<file path="config.mk">
export PLATFORM = sky130hd
export DESIGN_NAME = serial_addsub_ctrl_311
export DESIGN_NICKNAME = d
export VERILOG_FILES = /design/src/rtl/serial_addsub_ctrl_311.sv
export SDC_FILE = /design/constraint.sdc
export NUM_CORES = 1
export LEC_CHECK = 0
export CAP_MARGIN = 30
export CELL_PAD_IN_SITES_DETAIL_PLACEMENT = 1
export CELL_PAD_IN_SITES_GLOBAL_PLACEMENT = 1
export CORE_ASPECT_RATIO = 1.25
export CORE_MARGIN = 1.5
export CORE_UTILIZATION = 46
export DETAILED_ROUTE_END_ITERATION = 8
export DONT_BUFFER_PORTS = 1
export PLACE_DENSITY = 0.74
export SLEW_MARGIN = 15
export SYNTH_ARGS = -nofsm -noshare
export SYNTH_HDL_FRONTEND = slang
export SYNTH_SLANG_ARGS = --single-unit
export TNS_END_PERCENT = 30
</file>
<file path="constraint.sdc">
create_clock -name clk -period 1.61 [get_ports clk]
set_clock_uncertainty 0.2 [all_clocks]
set_input_delay 0.322 -clock clk [delete_from_list [all_inputs] [get_ports clk]]
set_output_delay 0.322 -clock clk [all_outputs]
set_load 0.02 [all_outputs]
</file>
<file path="src/rtl/serial_addsub_ctrl_311.sv">
// Bit-serial add/subtract controller driving one full-adder cell over WIDTH cycles.
// Optional running-accumulator mode (acc port) is enabled with `define SERIAL_ACC_EN.
module serial_addsub_ctrl_311_chk (
  input logic clk,
  input logic rst_n,
  input logic busy,
  input logic done
);
  // done is only ever raised while busy
  a_done_busy: assert property (@(posedge clk) disable iff (!rst_n) done |-> busy);
  // done never lasts more than one cycle
  a_done_pulse: assert property (@(posedge clk) disable iff (!rst_n) done |=> !done);
endmodule

module serial_addsub_ctrl_311 #(
  parameter int WIDTH = 8,
  parameter int CNT_W = 5
) (
  input  logic             clk,
  input  logic             rst_n,
  input  logic             start,
  input  logic             sub,
  input  logic [WIDTH-1:0] a,
  input  logic [WIDTH-1:0] b,
`ifdef SERIAL_ACC_EN
  input  logic             acc,
`endif
  output logic             busy,
  output logic             done,
  output logic [WIDTH-1:0] result,
  output logic             cout,
  output logic             ovf
);

  typedef enum logic [1:0] {
    ST_IDLE = 2'd0,
    ST_RUN  = 2'd1,
    ST_DONE = 2'd2
  } state_t;

  state_t             state_r;
  state_t             state_s;
  logic [WIDTH-1:0]   op_a_r;
  logic [WIDTH-1:0]   op_b_r;
  logic               carry_r;
  logic [CNT_W-1:0]   cnt_r;
  logic [WIDTH-1:0]   result_r;
  logic               cout_r;
  logic               ovf_r;
  logic               busy_r;
  logic               done_r;
  logic               sum_s;
  logic               cy_s;
  logic               last_s;
  logic [WIDTH-1:0]   op_a_load_s;

  // Full-adder cell, last-bit detect and operand-A source selection
  always_comb begin
    sum_s       = op_a_r[0] ^ op_b_r[0] ^ carry_r;
    cy_s        = (op_a_r[0] & op_b_r[0]) | (op_a_r[0] & carry_r) | (op_b_r[0] & carry_r);
    last_s      = (cnt_r == CNT_W'(WIDTH - 1));
    op_a_load_s = a;
`ifdef SERIAL_ACC_EN
    if (acc) begin
      op_a_load_s = result_r;
    end else begin
      op_a_load_s = a;
    end
`endif
  end

  // Next-state logic
  always_comb begin
    state_s = state_r;
    case (state_r)
      ST_IDLE: begin
        if (start) begin
          state_s = ST_RUN;
        end else begin
          state_s = ST_IDLE;
        end
      end
      ST_RUN: begin
        if (last_s) begin
          state_s = ST_DONE;
        end else begin
          state_s = ST_RUN;
        end
      end
      ST_DONE: state_s = ST_IDLE;
      default: state_s = ST_IDLE;
    endcase
  end

  // State, datapath and registered status outputs
  always_ff @(posedge clk) begin
    if (!rst_n) begin
      state_r  <= ST_IDLE;
      op_a_r   <= '0;
      op_b_r   <= '0;
      carry_r  <= 1'b0;
      cnt_r    <= '0;
      result_r <= '0;
      cout_r   <= 1'b0;
      ovf_r    <= 1'b0;
      busy_r   <= 1'b0;
      done_r   <= 1'b0;
    end else begin
      state_r <= state_s;
      busy_r  <= (state_s != ST_IDLE);
      done_r  <= (state_s == ST_DONE);
      case (state_r)
        ST_IDLE: begin
          if (start) begin
            // Subtraction becomes a + ~b + 1: invert B and seed the carry with 1
            op_a_r  <= op_a_load_s;
            op_b_r  <= sub ? ~b : b;
            carry_r <= sub;
            cnt_r   <= '0;
          end
        end
        ST_RUN: begin
          result_r <= {sum_s, result_r[WIDTH-1:1]};
          op_a_r   <= {1'b0, op_a_r[WIDTH-1:1]};
          op_b_r   <= {1'b0, op_b_r[WIDTH-1:1]};
          carry_r  <= cy_s;
          cnt_r    <= cnt_r + CNT_W'(1);
          if (last_s) begin
            // carry_r here is the carry into the MSB
            cout_r <= cy_s;
            ovf_r  <= carry_r ^ cy_s;
          end
        end
        ST_DONE: begin
          cnt_r <= '0;
        end
        default: begin
          cnt_r <= '0;
        end
      endcase
    end
  end

  assign busy   = busy_r;
  assign done   = done_r;
  assign result = result_r;
  assign cout   = cout_r;
  assign ovf    = ovf_r;

  serial_addsub_ctrl_311_chk u_chk (
    .clk   (clk),
    .rst_n (rst_n),
    .busy  (busy_r),
    .done  (done_r)
  );

endmodule

</file>
==> summary.txt <==
status = finished, violations left
failing checks = hold timing
GP Congestion = 0.7071
die area = 3867 um^2
maximum vdd drop = 0.9598 mV
CTS tree = done
Avg Cell Area, Syn = 8.897 um^2
core area = 3281 um^2
clock period minus worst slack = 1522 ps
largest area contributor in the netlist = dfxtp_1
clock root cell = clkbuf_8
setup ws final = 87.77 ps
clk slew on worst S/H paths = 70 ps
switching fraction of total power = 0.2072
vias in the first global route = 1405
final hold vios = 24
post-synthesis cell type count = 35
Vias = 1318
nets@finish = 212
Sequential Power Share = 0.426
Iter 0 DRT Violations = 68
CTS sink cnt = 36
Crit. End Element = flip-flop
first-pass GRT wire length = 6334 um
Max-slew headroom = 0.6951
syn nets = 203
I/O Buffers = 0
row cnt = 23
Cells after Synth = 181
Starting Density = 0.4908
clock share of power = 0.490
crit path max fanout = 2
I/O Pins = 32
internal power = 1.796 mW
hold slack = -43.25 ps
combinational share of power = 0.084
Max-Cap Viols = 0
final wirelength = 3620 um
routed len/inst = 15.88 um
Antenna Cells = 0
Post-synth EDFFs = 0
placed instance count = 210
switching power total = 469.2 uW
Worst setup SP type = flip-flop
FFs w/ async S/R, synth = 0
Leakage = 0.6849 nW
Pre-antenna DRT Iters = 4
total gr overflow = 0
Synth top area share = 0.4476
WP data arrival = 1540 ps
DRC Markers = 0
layout cells sized above 1 = 0.1047
Critical Path RT = 1630 ps
post-DP HPWL = 2317 um
worst slew pin tran = 456.9 ps
Die W = 55.92 um
number of synthesized register bits = 36
Final setup viols = 0
crit share post-route = 0.9455
Layout area overhead = 16.78%
top cells by count, synth = 36 x dfxtp_1, 36 x nand2_1, 18 x a21oi_1
Via-to-Cell Ratio = 5.781
yosys warns = 0
initial antenna violation count = 0
max frequency = 0.6569 GHz
ranking of synthesized cells by area = dfxtp_1 45%, nand2_1 8.4%, a21oi_1 5.6%
all-layer global routing usage = 0.2058
Seq/Total Area, Yosys = 0.4476
pin count of the biggest net entering global routing = 41
number of CTS-inserted buffers = 5
htree depth = 2
worst slack at placement = 23.77 ps
Non-Filler Instances = 228
Synth Cell Area = 1610 um^2
Synth Flop Type = dfxtp_1
Clock Path Buffers = 2
Setup CP Type = reg -> reg
Fill cells = 386
clk_lat worst skew = 290 ps
final slew viol count = 0
HP Class = in -> reg
Pwr Density = 1204 nW/um^2
Post-DRT Antenna Nets = 0
Tot Pwr = 2.265 mW
Die Span Y = 69.15 um
[state kept, by name, indices dropped and copies added, names as in the netlist]
register	flops
op_b_r	8
cout	1
carry_r	1
done	1
ovf	1
result	8
cnt_r	5
busy	1
op_a_r	8
state_r	2
[routing by layer]
| layer | track usage | vias to the layer above | wire length, um |
|---|---|---|---|
| met5 | 0 | - | 0 |
| li1 | - | 642 | - |
| met3 | 0.04878 | 5 | 158 |
| met4 | 0.08466 | 0 | 59 |
| met1 | 0.2429 | 639 | 1572 |
| met2 | 0.3545 | 32 | 1830 |
[per-stage QoR]
stage | cell area, um^2 | utilization | TNS [ps]
after global routing | 1881 | 0.5732 | -5.377
final | 1881 | 0.5732 | 0
after CTS | 1849 | 0.5637 | 0
after floorplan | 1610 | - | 0
after detailed placement | 1610 | 0.4908 | 0
after global placement | 1610 | 0.4908 | 0
[placed cells by master (no fill, tap or decap), drive strengths merged, types with 2 or more instances in the layout]
| cell type | netlist | layout |
|---|---|---|
| nand3b | 2 | 2 |
| nand2 | 36 | 36 |
| bufinv | 0 | 3 |
| xor2 | 9 | 9 |
| nor2 | 5 | 5 |
| clkbuf | 1 | 5 |
| o211ai | 2 | 2 |
| dfxtp | 36 | 36 |
| a22oi | 2 | 2 |
| nand2b | 3 | 3 |
| a21oi | 18 | 18 |
| and2 | 2 | 2 |
| o221ai | 5 | 5 |
| dlygate4sd3 | 0 | 10 |
| mux2i | 3 | 3 |
| a21boi | 8 | 8 |
| nor3b | 2 | 2 |
| o21ai | 9 | 9 |
| nand3 | 11 | 11 |
| buf | 12 | 5 |
| nor2b | 4 | 4 |
[final timing paths]
path | from | endpoint | slack, ps | cells after the start
setup reg to reg | ovf$_SDFFE_PN0P_ | ovf$_SDFFE_PN0P_ | 90 | 3
hold / removal | rst_n | state_r[1]$_SDFF_PN0_ | -40 | 1
hold reg to reg | op_b_r[6]$_SDFFE_PN0P_ | op_b_r[6]$_SDFFE_PN0P_ | 300 | 2
setup / recovery | ovf$_SDFFE_PN0P_ | ovf$_SDFFE_PN0P_ | 90 | 3
[cell families (layout without fill, tap and decap cells)]
kind of cell / Yosys count / count (layout) / synth area share
DFF: 36 / 36 / 0.4476
muxes: 3 / 3 / 0.01865
adders and majority gates: 2 / 2 / 0.02020
buffers and inverters: 14 / 24 / 0.05438
AOI/OAI and AO/OA: 49 / 49 / 0.1919
xor gates and xnor gates: 9 / 9 / 0.04895
and+or+nand+nor: 68 / 68 / 0.2183
[worst max-delay path, cell delays in order (launching register included)]
cell           delay, ps
dfxtp_1              460
nand2_1               80
dlygate4sd3_1        580
mux2i_1              130
[layout make-up]
type	count	area (um^2)	share of cell area
Clock buffer	5	68.82	0.03659
Clock inverter	3	90.09	0.04790
Inverter	1	3.754	0.001996
Multi-Input combinational cell	131	808.3	0.4298
Sequential cell	36	721.9	0.3839
Tap cell	37	46.29	0.02462
Timing Repair Buffer	15	141.4	0.07518
[power by group through the flow]
stage          Clock [mW]  Sequential, mW  Combinational (mW)
4_1_cts              1.13           0.965               0.187
2_1_floorplan           0           0.977               0.159
5_1_grt              1.16           0.971               0.214
6_report             1.11           0.966               0.190
3_3_place_gp            0           0.983               0.161
3_5_place_dp            0           0.985               0.170
[repair_timing]
action	in CTS	in global routing
buffers inserted	0	0
hold endpoints to repair	27	22
gates resized for setup	0	4
setup endpoints to repair	0	21
hold buffers	8	2
No activity file was read; power rests on OpenSTA's default activity.
